==> config.mk <==
export PLATFORM = sky130hd
export DESIGN_NAME = led_pulse_stretch_flat
export DESIGN_NICKNAME = d
export VERILOG_FILES = /design/src/rtl/led_pulse_stretch_pkg.sv /design/src/rtl/led_pulse_stretch_if.sv /design/src/rtl/led_pulse_stretch_chan.sv /design/src/rtl/led_pulse_stretch.sv /design/src/flat_wrapper.sv
export SDC_FILE = /design/constraint.sdc
export NUM_CORES = 1
export LEC_CHECK = 0
export ABC_AREA = 1
export CORE_AREA = 4 4 41 43
export DETAILED_ROUTE_END_ITERATION = 8
export DIE_AREA = 0 0 45 47
export PLACE_DENSITY_LB_ADDON = 0.3
export SYNTH_ARGS = -nofsm -noshare
export SYNTH_HDL_FRONTEND = slang
export SYNTH_HIERARCHICAL = 1
export SYNTH_SLANG_ARGS = --single-unit
==> constraint.sdc <==
create_clock -name Clock -period 1.73 [get_ports Clock]
set_input_delay 0.519 -clock Clock [delete_from_list [all_inputs] [get_ports Clock]]
set_output_delay 0.519 -clock Clock [all_outputs]
set_load 0.01 [all_outputs]
==> src/rtl/led_pulse_stretch_pkg.sv <==
// led_pulse_pkg: channel state encoding and default widths shared by led_pulse_stretch.
package led_pulse_pkg;
    typedef enum logic [1:0] {IDLE = 2'd0, HOLD = 2'd1, FADE = 2'd2} state_t;
    localparam int def_bw_hold = 4;
    localparam int def_bw_pwm = 4;
endpackage

==> src/rtl/led_pulse_stretch_if.sv <==
// led_pulse_stretch_if: frame strobe, trigger pulses and LED/busy outputs of led_pulse_stretch.
interface led_pulse_stretch_if #(parameter int num_led = 1);
    logic Frame;
    logic [num_led-1:0] Trig;
    logic [num_led-1:0] Led;
    logic [num_led-1:0] Busy;
    modport master(output Frame, Trig, input Led, Busy);
    modport slave(input Frame, Trig, output Led, Busy);
endinterface

==> src/rtl/led_pulse_stretch_chan.sv <==
// led_pulse_chan: one LED channel, hold on for hold_frames Frames then (LED_PULSE_FADE_EN) fade out by PWM.
module led_pulse_chan
    import led_pulse_pkg::*;
#(
    parameter int bw_hold = def_bw_hold,
`ifdef LED_PULSE_FADE_EN
    parameter int bw_pwm = def_bw_pwm,
`endif
    parameter int hold_frames = 8
) (
    input  logic Clock,
    input  logic Reset,
    input  logic Frame,
    input  logic Trig,
`ifdef LED_PULSE_FADE_EN
    input  logic [bw_pwm-1:0] pwm_cnt,
`endif
    output logic Led,
    output logic Busy
);
    state_t state;
    logic [bw_hold-1:0] cnt;
`ifdef LED_PULSE_FADE_EN
    logic [bw_pwm-1:0] lvl;
    logic [bw_pwm-1:0] lvl_dec;
    logic [bw_pwm-1:0] pwm_nxt;
    // Led is registered, so compare against the PWM value it will be shown alongside
    assign pwm_nxt = pwm_cnt + bw_pwm'(1);
    assign lvl_dec = lvl - bw_pwm'(1);
`endif
    always_ff @(posedge Clock or posedge Reset) begin
        if (Reset) begin
            state <= IDLE;
            cnt <= '0;
            Led <= 1'b0;
            Busy <= 1'b0;
`ifdef LED_PULSE_FADE_EN
            lvl <= '0;
`endif
        end else if (Trig) begin
            state <= HOLD;
            cnt <= bw_hold'(hold_frames);
            Led <= 1'b1;
            Busy <= 1'b1;
        end else if (state == HOLD && Frame) begin
            cnt <= cnt - bw_hold'(1);
            if (cnt == bw_hold'(1)) begin
`ifdef LED_PULSE_FADE_EN
                state <= FADE;
                lvl <= '1;
                Led <= pwm_nxt != '1;
`else
                state <= IDLE;
                Led <= 1'b0;
                Busy <= 1'b0;
`endif
            end
`ifdef LED_PULSE_FADE_EN
        end else if (state == FADE) begin
            if (Frame) begin
                lvl <= lvl_dec;
                state <= lvl == bw_pwm'(1) ? IDLE : FADE;
                Busy <= lvl != bw_pwm'(1);
                Led <= pwm_nxt < lvl_dec;
            end else begin
                Led <= pwm_nxt < lvl;
            end
`endif
        end
    end
endmodule

==> src/rtl/led_pulse_stretch.sv <==
// led_pulse_stretch: stretches event pulses into visible LED indications; LED_PULSE_FADE_EN adds the PWM fade-out.
module led_pulse_stretch
    import led_pulse_pkg::*;
#(
    parameter int num_led = 1,
    parameter int bw_hold = def_bw_hold,
    parameter int hold_frames = 8,
    parameter int bw_pwm = def_bw_pwm
) (
    input logic Clock,
    input logic Reset,
    led_pulse_stretch_if.slave bus
);
    if (hold_frames < 1 || hold_frames >= 2 ** bw_hold || bw_pwm < 1) begin : g_bad_param
        $error("led_pulse_stretch: illegal parameter set");
    end
`ifdef LED_PULSE_FADE_EN
    logic [bw_pwm-1:0] pwm_cnt;
    always_ff @(posedge Clock or posedge Reset) begin
        if (Reset) pwm_cnt <= '0;
        else pwm_cnt <= pwm_cnt + bw_pwm'(1);
    end
`endif
    for (genvar g = 0; g < num_led; g++) begin : g_chan
        led_pulse_chan #(
            .bw_hold(bw_hold),
`ifdef LED_PULSE_FADE_EN
            .bw_pwm(bw_pwm),
`endif
            .hold_frames(hold_frames)
        ) u_chan (
            .Clock(Clock),
            .Reset(Reset),
            .Frame(bus.Frame),
            .Trig(bus.Trig[g]),
`ifdef LED_PULSE_FADE_EN
            .pwm_cnt(pwm_cnt),
`endif
            .Led(bus.Led[g]),
            .Busy(bus.Busy[g])
        );
    end
endmodule

==> src/flat_wrapper.sv <==
// flat-port wrapper written by rule: the top's interface ports become plain ports
module led_pulse_stretch_flat import led_pulse_pkg::*;
#(
    parameter int num_led = 1,
    parameter int bw_hold = def_bw_hold,
    parameter int hold_frames = 8,
    parameter int bw_pwm = def_bw_pwm
)
  (Clock, Reset, bus_Frame, bus_Trig, bus_Led, bus_Busy);
  led_pulse_stretch_if #(.num_led(num_led)) bus_i ();
  input logic Clock;
  input logic Reset;
  input wire logic [$bits(bus_i.Frame)-1:0] bus_Frame;
  input wire logic [$bits(bus_i.Trig)-1:0] bus_Trig;
  output wire logic [$bits(bus_i.Led)-1:0] bus_Led;
  output wire logic [$bits(bus_i.Busy)-1:0] bus_Busy;
  assign bus_i.Frame = bus_Frame;
  assign bus_i.Trig = bus_Trig;
  assign bus_Led = bus_i.Led;
  assign bus_Busy = bus_i.Busy;
  led_pulse_stretch #(.num_led(num_led), .bw_hold(bw_hold), .hold_frames(hold_frames), .bw_pwm(bw_pwm)) u_core (.Clock(Clock), .Reset(Reset), .bus(bus_i));
endmodule
After elaboration in Yosys (flattened, before gate mapping)
Index checks and enable logic that the tools add are counted.
{"block": "totals", "word_cells": 18, "ff_bits": 7, "output_inout_bits": 2, "inputBits": 4}
{"block": "op_classes", "n_eq_ne": 2, "n_mux": 8, "n_addsub": 1, "n_reduce_logical": 4}
{"op": "$mux 4", "n": 2}
{"op": "$mux 2", "n": 3}
{"op": "$eq 4x1->1 const B", "n": 1}
{"op": "$reduce_bool 2->1", "n": 2}
{"op": "$sub 4x1->4 const B", "n": 1}
{"op": "$mux 1", "n": 3}
{"op": "$eq 2x1->1 const B", "n": 1}
{"op": "$reduce_and 2->1", "n": 1}
{"op": "$logic_and 1x1->1", "n": 1}

Logic depth before layout (Yosys ltp)
Gate-level depths: netlist of run 1.
{"block": "depth", "depth_word": 4, "mapped_depth": 6, "ltp_nobuf": 6}

Worst setup path after synthesis of run 1
Ideal clock, no wire load.
{"block": "synth_timing", "kind": "register to output", "from": "register, netlist name u_core/g_chan[0].u_chan/state[0]", "to": "output port bus_Led", "setup_slack_ns": 0.633, "path_buffers": 1, "arrival_ns": 0.578, "t_required_ns": 1.211, "stages_incl_launch_ff": 2, "cell_sequence": "dfrtp_1 -> buf_4"}
{"element": "to (decl)", "line": "flat_wrapper.sv:15", "rtl": "output wire logic [$bits(bus_i.Led)-1:0] bus_Led;"}

==> results of run 1 <==
==> worst max path at each step <==
stage                                  endpoint  cells past startpoint
6_report                               bus_Busy                      1
5_1_grt        u_core/g_chan[0].u_chan/state[0]                      6
4_1_cts                                 bus_Led                      1
3_5_place_dp   u_core/g_chan[0].u_chan/state[0]                      6
3_3_place_gp   u_core/g_chan[0].u_chan/state[0]                      6
2_1_floorplan                           bus_Led                      1
==> routing by layer <==
metal  part of all wire (%)  GRT usage [%]  vias up
met2                     48           12.1        2
met1                     48           7.83      108
met4                      0           3.51        0
met5                      0              0        -
met3                    3.2           3.45        0
li1                       -              -      126
==> registers in the layout (all words and copies together) (netlist names) <==
register / flops
u_core/g_chan.u_chan/state: 1
u_core/g_chan.u_chan/cnt: 4
==> cell usage after synthesis (all sizes together) <==
cell type  count  area [um^2]
buf            1         7.51
dfrtp          5          125
ha             2         25.0
inv            7         26.3
nand2          8         35.0
nand3          4         25.0
nor2           5         21.3
nor3           1         5.00
o21ai          3         18.8
==> repair_timing <==
item | 4_1_cts | 5_1_grt
endpoints found under the setup margin | 0 | 2
hold buffers | 0 | 0
resized for setup | 0 | 2
buffers inserted | 0 | 0
==> metrics by stage <==
stage | util (%) | total power (uW) | hold slack (ns)
after global placement | 26.9 | 223 | 0.500
after global routing | 29.3 | 389 | 0.515
after detailed placement | 26.9 | 226 | 0.495
after CTS | 28.9 | 368 | 0.489
after floorplan | - | 202 | 0.298
final | 29.3 | 358 | 0.490
==> logic make-up (layout without fill, tap and decap cells) <==
group | Yosys count | in the layout | share of synthesized area (%)
simple gates | 18 | 18 | 29.9
fa+ha+maj | 2 | 2 | 8.66
buf+inv | 8 | 16 | 11.7
compound gates | 3 | 3 | 6.49
flops | 5 | 5 | 43.3
==> final cells by class <==
cell class / count / area (um^2)
fill: 155 / 920
sequential: 5 / 125
tap: 15 / 18.8
clock buffer: 4 / 26.3
inverter: 7 / 26.3
timing repair buffer: 5 / 55.1
multi-input combinational: 23 / 130
==> power groups by stage <==
stage | clock, uW | sequential (uW) | combinational, uW
after floorplan | 0 | 143 | 58.9
after global placement | 0 | 145 | 78.5
after detailed placement | 0 | 145 | 80.4
after CTS | 143 | 144 | 81.1
after global routing | 151 | 146 | 92.3
final | 134 | 144 | 80.2
==> impl_metrics.tcl, run 1 <==
set metrics [dict create \
    power.density_mw_per_mm2 937 \
    ys_ff_latch 5 \
    cts_root_buf "clkbuf_4" \
    clock_path_buffers 2 \
    crit_family "flip-flops" \
    status "finished clean" \
    post_dp_cell_area_um2 350 \
    clockPowerShare_pct 37.4 \
    cpPeakStageDelay_ns 0.40 \
    hold_path.class "in2async" \
    cts_tree "built" \
    num_vias 236 \
    grt_pass1_wl_mm 1.03 \
    r2r_end "u_core/g_chan[0].u_chan/cnt[2]" \
    rr_startpoint "u_core/g_chan[0].u_chan/cnt[0]" \
    p_sw_uw 105 \
    max_freq_mhz 747 \
    post-place-ws_ns 0.179 \
    startpoint "u_core/g_chan[0].u_chan/state[0]" \
    worst_slack_ns 0.391 \
    initial_core_util_pct 22.2 \
    mostFrequentLayoutCells "inv_1 (7), nand2_1 (6), dfrtp_1 (5), nor2_1 (4)" \
    setup_viol 0 \
    fin_cells 59 \
    synth_cells 36 \
    vdd_drop_max_mv 0.301 \
    wl_um 586 \
    grt_usage_pct 7.30 \
    drt-vias-per-instance 4.00 \
    p_sw_share_pct 29.3 \
    skew_ns 0.00261 \
    drt_drc_violations_left 0 \
    ys_warn_count 6 \
    numClockSinks 5 \
    overflow 0 \
    final_common_cell "inv_1" \
    period_minus_slack_ns 1.34 \
    cp-start-kind "flop" \
    core-area_mm2 0.00130 \
    firstDrtPassIters 3 \
    crit_path_cell_trace "dlymetal6s2s_1" \
    crit_fanout 4 \
    yosysSeqAreaShare_pct 43.3 \
    drive_gt1_share_pct 18.2 \
    p_seq_share_pct 40.2 \
    p_int_uw 253 \
    final_cell_area_um2 382 \
    grt_max_degree 6 \
    crit_arrival_ns 0.82 \
    worst_pin_slew_ns 0.216 \
    gp_congestion 0.683 \
    cpMaxStageDelayCell "dfrtp_1" \
    avgSynthCellArea_um2 8.03 \
    slew_violations 0 \
    die_w_um 45 \
    fp.dieH_um 47 \
    grt_setup_unrepaired "no" \
    p_leak_uw 0.000188 \
    dp.cells 55 \
    synth.cell_area_um2 289 \
    slew_headroom_pct 85.6 \
    syn-num-nets 42 \
    reg2reg_depth 5 \
    wl_per_cell_um 9.93 \
    path_class "reg2out" \
    critical_path_buf_inv_count 1 \
    crit_required_ns 1.21 \
    cts_made_buffers 3 \
    die_area_mm2 0.00212 \
    antenna_found_initial 0 \
    cp-end-kind "primary output" \
    fin_crit_sh_pct 77.4 \
    grt_pass1_vias 246 \
    comb_power_share_pct 22.4 \
    port_buffers 5 \
    tns_ns 0 \
    diodes 0 \
    htree_levels 1 \
    clock_latency_ns 0.24 \
    nNetsFinal 51 \
    final_hold_viol_count 0 \
    cap_violations 0 \
    r2r_setup_slack_ns 0.66 \
    io-pin-count 6 \
    synth_cell_types 13 \
    clk_pin_slew_worst_paths_ns 0.04 \
    final_antenna_net_count 0 \
    areaGrowthSynthToFinish_pct 32.0 \
    drtIter0Drc 1 \
    post-dp-hpwl_um 445 \
    floorplan.rows 13 \
]
No activity file was read; power rests on OpenSTA's default activity.
==> run 2: changes to the inputs <==
- clock period: 1.73 -> 1.39 ns (I/O delays scaled with it)
==> run 2 against run 1 <==
Register-to-register slack got worse by 0.34 ns; critical path type unchanged; final cell count up 3.4%; critical path depth unchanged; clock power increased by 24%; design area is 2.0% higher; power increased by 24%; wire length decreased by 9.7%; core utilization increased by 0.58 points; combinational power rose by 25%.
==> impl_metrics.tcl, run 2 (synthesis results as in run 1) <==
set metrics [dict create \
    wl_per_cell_um 8.67 \
    cts_made_buffers 3 \
    slew_headroom_pct 86.2 \
    final_common_cell "inv_1" \
    grt_setup_unrepaired "no" \
    crit_family "flip-flops" \
    cpMaxStageDelayCell "dfrtp_1" \
    final_hold_viol_count 0 \
    firstDrtPassIters 2 \
    nNetsFinal 53 \
    p_sw_uw 128 \
    slew_violations 0 \
    p_seq_share_pct 40.1 \
    nFillCells 149 \
    cap_violations 0 \
    final_cell_area_um2 389 \
    cts_setup_buffers 0 \
    hold_path.class "in2async" \
    floorplan.rows 13 \
    largest_reg_flops 4 \
    seqCellArea_um2 125 \
    cts_root_buf "clkbuf_4" \
    die_w_um 45 \
    drt-vias-per-instance 3.85 \
    clock_path_buffers 2 \
    worst_pin_slew_ns 0.207 \
    crit_arrival_ns 0.90 \
    p_int_uw 317 \
    cp-end-kind "primary output" \
    use_met3_pct 2.30 \
    cpPeakStageDelay_ns 0.38 \
    areaGrowthSynthToFinish_pct 34.6 \
    numClockSinks 5 \
    vdd_drop_max_mv 0.437 \
    setup_viol 0 \
    htree_levels 1 \
    fp.dieH_um 47 \
    gp_congestion 0.643 \
    mostFrequentLayoutCells "inv_1 (7), nand2_1 (6), dfrtp_1 (5), nor2_1 (4)" \
    critical_path_buf_inv_count 1 \
    tns_ns 0 \
    path_class "reg2out" \
    grt_pass1_vias 265 \
    clockPowerShare_pct 37.4 \
    cts_resized 2 \
    overflow 0 \
    post-dp-hpwl_um 452 \
    crit_required_ns 0.97 \
    max_freq_mhz 758 \
    drtIter0Drc 1 \
    cp-start-kind "flop" \
    reg_top3 "u_core/g_chan.u_chan/cnt: 4 flops, u_core/g_chan.u_chan/state: 1 flops" \
    core-area_mm2 0.00130 \
    clk_pin_slew_worst_paths_ns 0.04 \
    clock_latency_ns 0.24 \
    port_buffers 5 \
    io-pin-count 6 \
    regMostFlops "u_core/g_chan.u_chan/cnt" \
    fin_crit_sh_pct 94.9 \
    grt_usage_pct 7.30 \
    grt.busiest_layer "met2" \
    drive_gt1_share_pct 21.7 \
    use_met1_pct 7.59 \
    wl_um 529 \
    p_leak_uw 0.000193 \
    p_sw_share_pct 28.7 \
    skew_ns 0.000852 \
    multiInputGateArea_um2 130 \
    die_area_mm2 0.00212 \
    drt_drc_violations_left 0 \
    comb_power_share_pct 22.6 \
    cts_tree "built" \
    grt_max_degree 6 \
    crit_path_cell_trace "dlygate4sd2_1" \
    ctsHoldBuffers 0 \
    crit_fanout 3 \
    use_met2_pct 11.6 \
    post_dp_cell_area_um2 365 \
    initial_core_util_pct 22.2 \
    grt_pass1_wl_mm 1.04 \
    power.density_mw_per_mm2 1140 \
    num_vias 235 \
    status "finished clean" \
    final_antenna_net_count 0 \
    period_minus_slack_ns 1.32 \
    diodes 0 \
    antenna_found_initial 0 \
]
run 2: worst paths after layout:
| kind | start | to | slack [ns] | cells past startpoint |
|---|---|---|---|---|
| worst max-delay path | u_core/g_chan[0].u_chan/state[0] | bus_Led | 0.07 | 1 |
| worst min-delay path | Reset | u_core/g_chan[0].u_chan/cnt[3] | 0.39 | 2 |
| worst max register to register | u_core/g_chan[0].u_chan/cnt[0] | u_core/g_chan[0].u_chan/cnt[2] | 0.32 | 5 |
| worst min register to register | u_core/g_chan[0].u_chan/cnt[3] | u_core/g_chan[0].u_chan/cnt[3] | 0.51 | 2 |
| max in group asynchronous | Reset | u_core/g_chan[0].u_chan/state[0] | 0.82 | 2 |
| min in group Clock | u_core/g_chan[0].u_chan/cnt[3] | u_core/g_chan[0].u_chan/cnt[3] | 0.51 | 2 |
run 2: cell type report:
cell class	count	area share (%)
inverter	7	6.75
sequential	5	32.2
timing repair buffer	7	16.1
clock buffer	4	6.75
multi-input combinational	23	33.4
tap	15	4.82
run 2: power by group through the flow:
stage	logic, uW	registers, uW	clock network [uW]
2_1_floorplan	73.3	178	0
3_3_place_gp	101	180	0
3_5_place_dp	104	181	0
4_1_cts	103	178	174
5_1_grt	119	182	185
6_report	100	178	166
run 2: stage by stage:
| step | utilization (%) | power [uW] | hold slack (ns) | cells | setup slack, ns |
|---|---|---|---|---|---|
| after detailed placement | 28.1 | 285 | 0.504 | 57 | -0.0210 |
| after global routing | 29.9 | 486 | 0.412 | 61 | 0.0306 |
| after global placement | 28.1 | 282 | 0.501 | 57 | -0.00473 |
| after CTS | 29.9 | 456 | 0.393 | 61 | 0.0583 |
| final | 29.9 | 444 | 0.391 | 61 | 0.0706 |
| after floorplan | - | 251 | 0.196 | 36 | 0.395 |
run 2: per-layer routing:
| metal | part of all wire, % | vias up | wire length, um |
|---|---|---|---|
| met5 | 0 | - | 0 |
| met4 | 0 | 0 | 0 |
| met1 | 46 | 101 | 244 |
| li1 | - | 132 | - |
| met3 | 2.8 | 0 | 15 |
| met2 | 51 | 2 | 269 |
==> run 3: changes to the inputs <==
- SLEW_MARGIN: default -> 20
==> results of run 3 <==
Same layout as run 2: the final DEF is identical, and so are final timing and power.
